===== config.mk =====
export PLATFORM = sky130hd
export DESIGN_NAME = dense_mac
export DESIGN_NICKNAME = d
export VERILOG_FILES = /design/src/rtl/mlp_pkg.sv /design/src/rtl/dense_rescale.sv /design/src/rtl/dense_mac.sv
export SDC_FILE = /design/constraint.sdc
export NUM_CORES = 1
export LEC_CHECK = 0
export ABC_AREA = 0
export CAP_MARGIN = 20
export CORE_MARGIN = 3
export CORE_UTILIZATION = 25
export CTS_BUF_LIST = sky130_fd_sc_hd__clkbuf_8
export DETAILED_ROUTE_END_ITERATION = 7
export PLACE_DENSITY = 0.5
export SLEW_MARGIN = 20
export SYNTH_ARGS = -nofsm -noshare
export SYNTH_HDL_FRONTEND = slang
export SYNTH_SLANG_ARGS = --single-unit

===== constraint.sdc =====
create_clock -name clk -period 9.1 [get_ports clk]
set_input_delay 1.82 -clock clk [delete_from_list [all_inputs] [get_ports clk]]
set_output_delay 1.82 -clock clk [all_outputs]
set_load 0.01 [all_outputs]

===== src/rtl/mlp_pkg.sv =====
// Shared constants, state type and sizing helper for the dense layer MAC.
package mlp_pkg;

    localparam int DATA_WIDTH_DEF = 16;
    localparam int FRAC_BITS_DEF  = 8;

    typedef enum logic [1:0] {
        IDLE,
        MAC,
        DONE
    } mac_state_t;

    // Headroom for summing input_width full-precision products without overflow.
    function automatic int acc_width(input int data_width, input int input_width);
        return 2 * data_width + $clog2(input_width);
    endfunction

endpackage


===== src/rtl/dense_rescale.sv =====
// Fixed-point rescale: floor shift by FRAC_BITS, then width reduction to DATA_WIDTH.
// DENSE_MAC_SAT_EN selects clamping; otherwise the result wraps (two's complement).
module dense_rescale #(
    parameter int IN_WIDTH   = 35,
    parameter int DATA_WIDTH = 16,
    parameter int FRAC_BITS  = 8
) (
    input  logic signed [IN_WIDTH-1:0]   value,
    output logic signed [DATA_WIDTH-1:0] result
);

    logic signed [IN_WIDTH-1:0] shifted;

    assign shifted = value >>> FRAC_BITS;

`ifdef DENSE_MAC_SAT_EN
    localparam logic signed [IN_WIDTH-1:0] MAX_V =
        {{(IN_WIDTH-DATA_WIDTH+1){1'b0}}, {(DATA_WIDTH-1){1'b1}}};
    localparam logic signed [IN_WIDTH-1:0] MIN_V =
        {{(IN_WIDTH-DATA_WIDTH+1){1'b1}}, {(DATA_WIDTH-1){1'b0}}};

    always_comb begin
        result = DATA_WIDTH'(shifted);
        if (shifted > MAX_V) begin
            result = DATA_WIDTH'(MAX_V);
        end else if (shifted < MIN_V) begin
            result = DATA_WIDTH'(MIN_V);
        end
    end
`else
    assign result = DATA_WIDTH'(shifted);
`endif

endmodule


===== src/rtl/dense_mac.sv =====
// Sequential dense layer: one weight*activation product per cycle, neuron by neuron.
// Width reduction of each result is configured by DENSE_MAC_SAT_EN (see dense_rescale).
module dense_mac
    import mlp_pkg::*;
#(
    parameter int INPUT_WIDTH  = 3,
    parameter int OUTPUT_WIDTH = 3,
    parameter int DATA_WIDTH   = DATA_WIDTH_DEF,
    parameter int FRAC_BITS    = FRAC_BITS_DEF
) (
    input  logic                         clk,
    input  logic                         rst_n,
    input  logic                         in_valid,
    output logic                         in_ready,
    input  logic signed [DATA_WIDTH-1:0] x_in  [INPUT_WIDTH],
    input  logic signed [DATA_WIDTH-1:0] w_in  [OUTPUT_WIDTH][INPUT_WIDTH],
    input  logic signed [DATA_WIDTH-1:0] b_in  [OUTPUT_WIDTH],
    output logic                         out_valid,
    input  logic                         out_ready,
    output logic signed [DATA_WIDTH-1:0] y_out [OUTPUT_WIDTH]
);

    localparam int ACC_W = acc_width(DATA_WIDTH, INPUT_WIDTH);
    localparam int SUM_W = ACC_W + 1;
    localparam int IW_B  = (INPUT_WIDTH  > 1) ? $clog2(INPUT_WIDTH)  : 1;
    localparam int OW_B  = (OUTPUT_WIDTH > 1) ? $clog2(OUTPUT_WIDTH) : 1;

    mac_state_t state_q, state_d;

    logic signed [DATA_WIDTH-1:0]   x_reg [INPUT_WIDTH];
    logic signed [ACC_W-1:0]        acc;
    logic        [IW_B-1:0]         i;
    logic        [OW_B-1:0]         j;
    logic signed [2*DATA_WIDTH-1:0] prod;
    logic signed [SUM_W-1:0]        sum;
    logic signed [DATA_WIDTH-1:0]   y_new;
    logic                           last_i;
    logic                           last_j;

    assign last_i = (i == IW_B'(INPUT_WIDTH - 1));
    assign last_j = (j == OW_B'(OUTPUT_WIDTH - 1));
    assign prod   = w_in[j][i] * x_reg[i];
    assign sum    = SUM_W'(acc) + SUM_W'(prod) + (SUM_W'(b_in[j]) <<< FRAC_BITS);

    dense_rescale #(
        .IN_WIDTH   (SUM_W),
        .DATA_WIDTH (DATA_WIDTH),
        .FRAC_BITS  (FRAC_BITS)
    ) u_rescale (
        .value  (sum),
        .result (y_new)
    );

    always_ff @(posedge clk or negedge rst_n) begin
        if (!rst_n) begin
            state_q <= IDLE;
        end else begin
            state_q <= state_d;
        end
    end

    always_comb begin
        state_d   = state_q;
        in_ready  = 1'b0;
        out_valid = 1'b0;
        unique case (state_q)
            IDLE: begin
                in_ready = 1'b1;
                if (in_valid) begin
                    state_d = MAC;
                end
            end
            MAC: begin
                if (last_i && last_j) begin
                    state_d = DONE;
                end
            end
            DONE: begin
                out_valid = 1'b1;
                if (out_ready) begin
                    state_d = IDLE;
                end
            end
            default: state_d = IDLE;
        endcase
    end

    // The bias joins on the last product of each neuron, so the accumulator never sees it.
    always_ff @(posedge clk or negedge rst_n) begin
        if (!rst_n) begin
            acc   <= '0;
            i     <= '0;
            j     <= '0;
            x_reg <= '{default: '0};
            y_out <= '{default: '0};
        end else begin
            unique case (state_q)
                IDLE: begin
                    if (in_valid) begin
                        x_reg <= x_in;
                        acc   <= '0;
                        i     <= '0;
                        j     <= '0;
                    end
                end
                MAC: begin
                    if (last_i) begin
                        y_out[j] <= y_new;
                        acc      <= '0;
                        i        <= '0;
                        j        <= last_j ? '0 : j + OW_B'(1);
                    end else begin
                        acc <= acc + ACC_W'(prod);
                        i   <= i + IW_B'(1);
                    end
                end
                default: ;
            endcase
        end
    end

endmodule

==> report_table.html <==
<table>
<tr><th>Metric</th><th>Value</th></tr>
<tr><th colspan="2">Status</th></tr>
<tr><td>Result of the run</td><td>finished, violations left</td></tr>
<tr><td>Failing checks</td><td>setup timing</td></tr>
<tr><th colspan="2">Route</th></tr>
<tr><td>Iteration-0 DRC count of the detailed router</td><td>543</td></tr>
<tr><td>Count of nets left with antenna violations after detail routing</td><td>0</td></tr>
<tr><td>Via count</td><td>between 10,000 and 15,000</td></tr>
<tr><td>WL final</td><td>around 57 mm</td></tr>
<tr><td>Drt pass-1 iters</td><td>5</td></tr>
<tr><td>Avg Vias per Cell</td><td>4.50</td></tr>
<tr><td>Final routed DRC violation total</td><td>0</td></tr>
<tr><td>Routed wirelength normalized by instance count</td><td>17.7 um</td></tr>
<tr><th colspan="2">Die</th></tr>
<tr><td>Effective utilization at floorplan</td><td>25.5%</td></tr>
<tr><td>Number of core rows</td><td>93</td></tr>
<tr><td>Die area</td><td>0.0696 mm2</td></tr>
<tr><td>Die X</td><td>264 um</td></tr>
<tr><td>Top Ports</td><td>between 200 and 300</td></tr>
<tr><td>Die extent in y</td><td>264 um</td></tr>
<tr><td>Area of the core</td><td>0.0652 mm2</td></tr>
<tr><th colspan="2">STA</th></tr>
<tr><td>Top achievable clock speed</td><td>105 MHz</td></tr>
<tr><td>Setup repair after global routing missed its margin</td><td>yes</td></tr>
<tr><td>Worst Hold Margin</td><td>0.492 ns</td></tr>
<tr><td>Total negative setup slack</td><td>-6.34 ns</td></tr>
<tr><td>Final hold violation count</td><td>0</td></tr>
<tr><td>Finish-stage setup viols</td><td>24</td></tr>
<tr><td>Max-slew violation total from the final report</td><td>0</td></tr>
<tr><td>Transition time at the pin with the least slew margin</td><td>approximately 0.96 ns</td></tr>
<tr><td>Post-layout min period</td><td>~9.5 ns</td></tr>
<tr><td>Worst slew margin relative to its limit</td><td>36.1%</td></tr>
<tr><td>Slack of the critical path</td><td>-0.446 ns</td></tr>
<tr><td>Fraction of the cycle the final worst path needs</td><td>105%</td></tr>
<tr><td>Largest clock skew in the final design</td><td>0.0273 ns</td></tr>
<tr><th colspan="2">Worst setup path</th></tr>
<tr><td>Crit. Startpoint</td><td>w_in[131]</td></tr>
<tr><td>Data required, critical path</td><td>9.52 ns</td></tr>
<tr><td>Critical path type</td><td>in -&gt; reg</td></tr>
<tr><td>Worst reg2reg path startpoint</td><td>i[0]</td></tr>
<tr><td>Register-to-register path setup slack</td><td>around 0.070 ns</td></tr>
<tr><td>Kind of end point of the critical path</td><td>register</td></tr>
<tr><td>Worst-case reg-to-reg path depth</td><td>37</td></tr>
<tr><td>Startpoint types</td><td>primary input</td></tr>
<tr><td>Largest stage delay on the critical path</td><td>0.56 ns</td></tr>
<tr><td>Slowest-stage cell, CP</td><td>sky130_fd_sc_hd__fa_1</td></tr>
<tr><td>Largest delay contributor family on the critical path</td><td>adder cells</td></tr>
<tr><td>Critical path fanouts, max</td><td>4</td></tr>
<tr><td>Termination of the worst setup path</td><td>y_out[15]</td></tr>
<tr><td>Logic depth of the worst setup path including buffers</td><td>39</td></tr>
<tr><td>Buffering stage count on the worst path with inverters included</td><td>9</td></tr>
<tr><td>RR Endpoint</td><td>y_out[15]</td></tr>
<tr><td>Arrival time at the worst endpoint</td><td>roughly 10 ns</td></tr>
<tr><th colspan="2">Yosys</th></tr>
<tr><td>Number of standard cells after synthesis</td><td>between 1,500 and 2,000</td></tr>
<tr><td>Most numerous cell types in the synthesized netlist</td><td>354 x sky130_fd_sc_hd__inv_1, 209 x sky130_fd_sc_hd__fa_1, 168 x sky130_fd_sc_hd__nor2_1, 160 x sky130_fd_sc_hd__nand2_1, 126 x sky130_fd_sc_hd__dfrtp_1</td></tr>
<tr><td>Post-Syn Area</td><td>around 0.017 mm2</td></tr>
<tr><td>Share of the yosys chip area belonging to registers</td><td>19.0%</td></tr>
<tr><td>Most used DFF post-synth</td><td>sky130_fd_sc_hd__dfrtp_1</td></tr>
<tr><td>Main area contributors after synthesis</td><td>sky130_fd_sc_hd__fa_1 25%, sky130_fd_sc_hd__dfrtp_1 19%, sky130_fd_sc_hd__ha_1 8.9%</td></tr>
<tr><td>Net Count, Synth</td><td>2,385</td></tr>
<tr><td>Top-count cell post-synth</td><td>sky130_fd_sc_hd__inv_1</td></tr>
<tr><td>Post-synth ARST share</td><td>100%</td></tr>
<tr><td>Average cell area after synthesis</td><td>9.16 um2</td></tr>
<tr><td>Seq cells post-synth</td><td>126</td></tr>
<tr><td>Area leader, netlist</td><td>sky130_fd_sc_hd__fa_1</td></tr>
<tr><td>Warning count from the yosys run</td><td>0</td></tr>
<tr><td>Area share of the largest cell type after synthesis</td><td>25.2%</td></tr>
<tr><td>Number of distinct library cells after synthesis</td><td>65</td></tr>
<tr><td>Number of flops mapped to enable cells by yosys</td><td>0</td></tr>
<tr><th colspan="2">Run</th></tr>
<tr><td># Max-Cap Violations</td><td>0</td></tr>
<tr><th colspan="2">Cells and area</th></tr>
<tr><td>Multi-input gate area in the final layout</td><td>0.0133 mm2</td></tr>
<tr><td>Share of final-layout standard cells stronger than drive strength 1</td><td>about 30%</td></tr>
<tr><td>Filler cell count</td><td>around 6,600</td></tr>
<tr><td>Footprint of the flip-flops and latches</td><td>around 0.0032 mm2</td></tr>
<tr><td>Nets@finish</td><td>2,942</td></tr>
<tr><td>Area grow syn2layout</td><td>47.7%</td></tr>
<tr><td>Post-route core utilization</td><td>roughly 38%</td></tr>
<tr><th colspan="2">Placed design</th></tr>
<tr><td>Port buffer count</td><td>293</td></tr>
<tr><td>Pre-CTS worst setup slack</td><td>-1.56 ns</td></tr>
<tr><td>Routability-driven placement congestion ratio</td><td>0.870</td></tr>
<tr><td>Detailed Place HPWL</td><td>46.9 mm</td></tr>
<tr><th colspan="2">Hold path</th></tr>
<tr><td>Worst hold-check path type</td><td>reg -&gt; reg</td></tr>
<tr><th colspan="2">GRT</th></tr>
<tr><td>GRT Resource Usage Total</td><td>between 10% and 20%</td></tr>
<tr><td>Number of global-route vias before repair</td><td>16,100</td></tr>
<tr><td>Maximum number of pins on one net before global-route repair</td><td>79</td></tr>
<tr><td>Initial antenna violation count</td><td>3</td></tr>
<tr><td>Global-route wire length before repair</td><td>91.4 mm</td></tr>
<tr><td>Total global routing overflow</td><td>0</td></tr>
<tr><th colspan="2">Clock tree</th></tr>
<tr><td>CTS tree</td><td>yes</td></tr>
<tr><td>Cts-stage hold buffer count</td><td>0</td></tr>
<tr><td>Clock root buffer master</td><td>sky130_fd_sc_hd__clkbuf_8</td></tr>
<tr><td>CTS max path bufs</td><td>2</td></tr>
<tr><td>Sink count of the clock tree</td><td>about 130</td></tr>
<tr><td>Cts bufs inserted</td><td>17</td></tr>
<tr><td>Maximum level of the CTS H-tree</td><td>4</td></tr>
<tr><td>Clock input transition at the sequential cells of the worst setup and hold paths</td><td>0.09 ns</td></tr>
<tr><td>Clock latency at the later pin of the worst-skew pair</td><td>roughly 0.54 ns</td></tr>
</table>
==> cell type report <==
class	count	area share, %
timing repair buffer	604	21.8
clock inverter	15	0.556
multi-input combinational	1267	54.0
sequential	126	12.9
clock buffer	17	0.953
tap	855	4.36
antenna	3	0.0306
inverter	355	5.44
==> worst min-delay path, stage by stage, from the launching register on <==
cell and delay (ns):
sky130_fd_sc_hd__dfrtp_1 0.35, sky130_fd_sc_hd__nand2_1 0.06, sky130_fd_sc_hd__o31ai_2 0.05
==> metal layers <==
layer  vias up  track usage (%)  share of wire (%)
li1       6921                -                  -
met1      7257             21.5                 44
met2       327             28.3                 49
met3        70             3.78                5.0
met4         0             4.83                2.4
met5         -                0                  0
==> logic make-up after synthesis <==
group | share of synthesized area, %
AO/OA/AOI/OAI | 10.2
multiplexers | 11.7
flip-flops | 19.0
AND/OR/NAND/NOR | 11.3
adder cells (fa/ha/maj) | 34.1
XOR/XNOR | 3.96
buffers and inverters | 9.85
==> metrics by stage <==
step,area [um2],std cells
6_report,24500,3242
5_1_grt,24500,3242
4_1_cts,23800,3216
3_5_place_dp,22500,3151
3_3_place_gp,22500,3151
2_1_floorplan,16800,1814
==> worst min path at each step <==
stage	startpoint	end	cells after the start
finish	y_out[9]	y_out[9]	2
global route	y_out[9]	y_out[9]	2
CTS	y_out[9]	y_out[9]	2
detailed placement	y_out[9]	y_out[9]	2
global placement	y_out[19]	y_out[19]	2
floorplan	acc[23]	acc[23]	2
==> placed cells by master (no fill, tap or decap), types with 14 or more instances in the layout <==
cell / instances
sky130_fd_sc_hd__inv_1: 321
sky130_fd_sc_hd__buf_4: 284
sky130_fd_sc_hd__clkdlybuf4s50_1: 220
sky130_fd_sc_hd__fa_1: 199
sky130_fd_sc_hd__nor2_1: 149
sky130_fd_sc_hd__nand2_1: 145
sky130_fd_sc_hd__dfrtp_1: 122
sky130_fd_sc_hd__ha_1: 96
sky130_fd_sc_hd__mux2_2: 88
sky130_fd_sc_hd__mux2i_1: 56
sky130_fd_sc_hd__a21oi_1: 44
sky130_fd_sc_hd__xnor2_1: 38
sky130_fd_sc_hd__o21ai_0: 34
sky130_fd_sc_hd__inv_2: 33
sky130_fd_sc_hd__dlymetal6s2s_1: 26
sky130_fd_sc_hd__mux2_4: 23
sky130_fd_sc_hd__a21oi_2: 23
sky130_fd_sc_hd__clkbuf_2: 23
sky130_fd_sc_hd__buf_6: 23
sky130_fd_sc_hd__a21o_1: 21
sky130_fd_sc_hd__and2_1: 20
sky130_fd_sc_hd__ha_4: 20
sky130_fd_sc_hd__nand2b_1: 18
sky130_fd_sc_hd__clkbuf_8: 17
sky130_fd_sc_hd__xor2_1: 16
sky130_fd_sc_hd__dlygate4sd2_1: 14
==> repair_timing <==
item | in CTS | in global routing
setup endpoints to repair | 43 | 44
setup buffers | 42 | 27
cloned | 0 | 0
pin swaps | 123 | 127
hold endpoints to repair | 0 | 0
gates resized for setup | 209 | 231
Power is left out: the tool's default activity adds up to more than one toggle a clock period on the data nets, which glitch-free logic cannot reach.
==> patch 1, RTL diff (same settings) <==
`OUTPUT_WIDTH`: 3 -> 6.
--- a/src/rtl/dense_mac.sv
+++ b/src/rtl/dense_mac.sv
@@ -4,7 +4,7 @@
     import mlp_pkg::*;
 #(
     parameter int INPUT_WIDTH  = 3,
-    parameter int OUTPUT_WIDTH = 3,
+    parameter int OUTPUT_WIDTH = 6,
     parameter int DATA_WIDTH   = DATA_WIDTH_DEF,
     parameter int FRAC_BITS    = FRAC_BITS_DEF
 ) (
Interface: changed (resized b_in, w_in and y_out); port bits go from 294 to 534. The function was not compared with the original's and may differ.
==> patch 1 against the original RTL <==
The flow finishes with violations (design-rule violations, negative setup slack). Area after synthesis increased by 20%. Design area up 27%. Synthesized cell count grew 17%. Largest cell class unchanged. Setup slack lost 0.29 ns. Clock skew grew 0.0086 ns. Sequential cell count up 49. Routed wire length rose by 60%. Maximum frequency is 2.9% lower. Utilization up 2.4 points. Cell count is 23% higher. Critical endpoint is now y_out[79]$_DFFE_PN0P_.
Power is not shown: default switching activity piles up to over one toggle a cycle in this logic, so the estimate is an artifact.
==> patch 1: results (changes against the original RTL) <==
- The flow ran to the end, but the final reports show violations.
- The checks that failed: design-rule violations, negative setup slack.
- The final worst setup slack was -0.736 ns (-0.290 ns).
- The wire length of the first global-routing pass is 135000 µm (+48%).
- Worst Path Max Fanout: 6 (+2)
- Filler Cells Inserted: 7779 (+18%)
- DRT iter0 DRCs: 985 (+81%)
- The proportion of synthesized chip area in sequential cells is 22.0% (+3.1 points).
- Worst reg2reg path endpoint: y_out[79]$_DFFE_PN0P_
- The pin count of the biggest net entering global routing came to 67 (-15%).
* Routed length per instance: 23.0 µm (+30%)
- The average via count per standard cell came to 4.78 (+6.3%).
* Fin nets: 3705 (+26%)
- The global-route usage over all layers is 22.0% (+5.3 points).
* Signal arrival time at the worst endpoint: 10.28 ns (+0.32 ns)
- The number of remaining DRC errors was 1 (+1).
- Number of I/O port buffers: 533 (+82%)
* Top cell types by occurrence after synthesis: 340 x inv_1, 209 x fa_1, 196 x nor2_1
- Hold path startpoint: y_out[7]$_DFFE_PN0P_
- The length of the first detailed-routing pass in iterations was 8 (+3).
- The setup-violating endpoint count in the final report is 66 (+180%).
- Later-pin clock latency in the skew report: 0.58 ns (+0.04 ns)
* Reg clk slew, reported paths: 0.11 ns (+0.02 ns)
- Routability congestion estimate: 0.909 (+4.4%)
- The final clock skew was 0.0358 ns (+0.00855 ns).
* Worst flop-to-flop path startpoint: j[0]$_DFFE_PN0P_
* Worst-case hold path end point: y_out[7]$_DFFE_PN0P_
==> patch 1: worst max path at each step <==
stage | cells after the start | startpoint | to | slack (ns)
2_1_floorplan | 38 | w_in[229] | y_out[30]$_DFFE_PN0P_ | -0.43
3_3_place_gp | 37 | w_in[275] | y_out[62]$_DFFE_PN0P_ | -1.69
3_5_place_dp | 36 | w_in[275] | y_out[63]$_DFFE_PN0P_ | -1.77
4_1_cts | 37 | w_in[119] | y_out[79]$_DFFE_PN0P_ | -0.54
5_1_grt | 36 | w_in[87] | y_out[79]$_DFFE_PN0P_ | -1.10
6_report | 35 | w_in[121] | y_out[79]$_DFFE_PN0P_ | -0.74
==> patch 1: through the flow <==
stage	hold WS [ns]	TNS [ns]	instances	cell area (µm²)	setup slack [ns]
floorplan	0.469	-9.35	2120	20100	-0.426
global placement	0.462	-128.58	3907	28900	-1.69
detailed placement	0.477	-134.18	3907	28900	-1.77
CTS	0.507	-20.68	3976	30400	-0.542
global route	0.528	-53.29	3999	31300	-1.10
finish	0.508	-33.33	4000	31300	-0.736
==> patch 1: cells by family after synthesis <==
kind of cell,Yosys count,share of synthesized area (%)
xor gates and xnor gates,70,3.29
DFF,175,22.0
buffers and inverters,437,8.48
adders and majority gates,327,28.5
muxes,263,15.3
AOI/OAI and AO/OA,366,11.9
and+or+nand+nor,482,10.5
==> patch 1: area by class of cell <==
cell class                 count  area (µm²)  share of cell area, %
antenna                        5        12.5                 0.0400
clock buffer                  17         234                  0.748
clock inverter                15         171                  0.548
inverter                     341        1280                   4.09
multi-input combinational   1508       15600                   49.9
sequential                   175        4390                   14.0
tap                         1040        1300                   4.16
timing repair buffer         899        8290                   26.5
==> patch 1: routing by layer <==
layer | wire length, µm | GRT usage [%] | vias up
li1 | - | - | 8683
met1 | 39300 | 28.5 | 9800
met2 | 45100 | 37.6 | 577
met3 | 6390 | 5.30 | 63
met4 | 1110 | 4.18 | 0
met5 | 0 | 0 | -
==> patch 1: repair_timing <==
| item | 4_1_cts | 5_1_grt |
|---|---|---|
| gates resized for setup | 342 | 182 |
| buffers inserted | 40 | 31 |
| endpoints found under the setup margin | 85 | 85 |
| pin swaps | 124 | 127 |
==> patch 1: worst max-delay path: cells and delay by family <==
family	cells	cell delay [ns]
multiplexers	2	0.55
AND/OR/NAND/NOR	3	0.26
adder cells (fa/ha/maj)	9	4.12
buffers and inverters	7	0.54
XOR/XNOR	2	0.32
AO/OA/AOI/OAI	12	2.64
==> patch 2, RTL diff (same settings) <==
Made on the original files. Re-encode `mac_state_t` (3 states) as one-hot, 3 bits wide.
--- a/src/rtl/mlp_pkg.sv
+++ b/src/rtl/mlp_pkg.sv
@@ -4,10 +4,10 @@
     localparam int DATA_WIDTH_DEF = 16;
     localparam int FRAC_BITS_DEF  = 8;
 
-    typedef enum logic [1:0] {
-        IDLE,
-        MAC,
-        DONE
+    typedef enum logic [2:0] {
+        IDLE = 3'b001,
+        MAC  = 3'b010,
+        DONE = 3'b100
     } mac_state_t;
 
     // Headroom for summing input_width full-precision products without overflow.
Check against the original RTL: same outputs for any inputs over 4 cycles, from zero or initial values and one cycle with rst_n low; so few cycles prove little.
==> patch 2 against the original RTL <==
The flow still finishes with violations (negative setup slack). Count of clock-buffer cells in the layout is the same. Design area grew 1.6%. Sequential cell count grew 1. Routed wire length grew 4.2%. Utilization grew 0.21 points. Area after synthesis grew 0.26%. First-iteration DRC count grew 13%. Via count grew 1.2%. Clock skew grew 0.0016 ns. Setup slack lost 0.010 ns. Critical path type unchanged. Highest routed layer unchanged.
Power is left out: the tool's default activity adds up to more than one toggle a clock period on the data nets, which glitch-free logic cannot reach.
==> patch 2: results (changes against the original RTL) <==
- Status: complete, but fails checks
- Violations in the final reports: negative setup slack
* Worst setup skew after layout: 0.0289 ns (+0.00162 ns)
- DPL Wire Length: 48700 µm (+3.9%)
- The insertion delay to the later sink of the worst-skew pair is 0.50 ns (-0.04 ns).
* Worst setup slack for register-to-register paths: -0.16 ns (-0.23 ns)
* Fraction of synthesized cell area in xor and xnor cells: 3.96% (about the same)
* DRT iter0 DRCs: 615 (+13%)
* Post-synthesis adder-cell area fraction: 34.0% (-0.087 points)
* Worst flop-to-flop path startpoint: j[1]$_DFFE_PN0P_
- Via count of the first global-routing pass: 16.1k (-0.20%)
- The final worst setup slack came to -0.457 ns (-0.0105 ns).
* Worst Path Max Fanout: 5 (+1)
- Actual transition at the worst max-transition pin: 1.02 ns (+0.0621 ns)
- The mean instance size in the synthesized netlist is 9.26 µm² (+1.1%).
- Compound-cell area share of the yosys netlist: 10.6% (+0.36 points)
- Filler Cells Inserted: 6611 (+0.30%)
* Number of cells traversed by the worst hold path: 1 (-1)
* Placed Area: 22700 µm² (+1.1%)
* Fraction of synthesized area in multiplexers: 11.6% (-0.11 points)
- The detailed-route via count was 14.8k (+1.2%).
- Final setup violating endpoints: 21 (-13%)
- Ratio of cells with drive above 1 in the final layout: 31.6% (+1.5 points)
- Total negative slack for setup checks: -7.36 ns (-1.02 ns)
- Depth of the worst register-to-register path: 38 (+2.7%)
- Maximum number of pins on one net before global-route repair: 67 (-15%)
* Combined global-route utilization of all metal layers: 16.9% (+0.13 points)
* Final Routed Wirelength: 59700 µm (+4.2%)
- The number of instances resized during post-cts repair is 322 (+54%).
- Post-synthesis sequential area ratio: 19.1% (+0.11 points)
* Ant. Diodes: 0 (-3)
- The post-route non-filler standard cell count came to 3247 (+0.15%).
- Top area cells in the synthesized netlist: fa_1 25%, dfrtp_1 19%, ha_1 8.9%, mux2_2 8.0%, inv_1 7.9%
## patch 2: changes by cell type in the layout (fill, tap and decap cells not counted), sizes merged, moves of 9 or more
cell and delta:
buf +26, clkbuf -17, clkdlybuf4s50 -13, dlygate4sd2 +24, dlymetal6s2s -11, mux2 +9, nand2b +10, nor2 -17
nor2b +9
## patch 2: per-layer routing
layer	global-route usage (%)	vias to the layer above	routed length (µm)
li1	-	6910	-
met1	22.0	7399	25900
met2	29.4	392	30000
met3	2.83	53	2890
met4	3.62	0	914
met5	0	-	0
## patch 2: worst min path at each step
stage | from | endpoint | slack [ns]
floorplan | acc[16]$_DFFE_PN0P_ | acc[16]$_DFFE_PN0P_ | 0.47
global placement | y_out[31]$_DFFE_PN0P_ | y_out[31]$_DFFE_PN0P_ | 0.49
detailed placement | y_out[3]$_DFFE_PN0P_ | y_out[3]$_DFFE_PN0P_ | 0.49
CTS | x_reg[34]$_DFFE_PN0P_ | x_reg[34]$_DFFE_PN0P_ | 0.51
global route | x_reg[7]$_DFFE_PN0P_ | x_reg[7]$_DFFE_PN0P_ | 0.52
finish | x_reg[0]$_DFFE_PN0P_ | x_reg[0]$_DFFE_PN0P_ | 0.51
## patch 2: critical path, delay by kind of cell
family / cells / cell delay (ns)
compound gates: 11 / 2.05
xor+xnor: 2 / 0.38
fa+ha+maj: 9 / 3.30
buf+inv: 13 / 1.65
mux: 2 / 0.33
simple gates: 3 / 0.37
## patch 2: layout make-up
class,instances,area (µm²),share of cell area [%]
tap,864,1080,4.33
multi-input combinational,1254,13500,54.2
sequential,127,3180,12.8
timing repair buffer,618,5440,21.8
inverter,352,1320,5.31
clock buffer,17,234,0.938
clock inverter,15,174,0.697
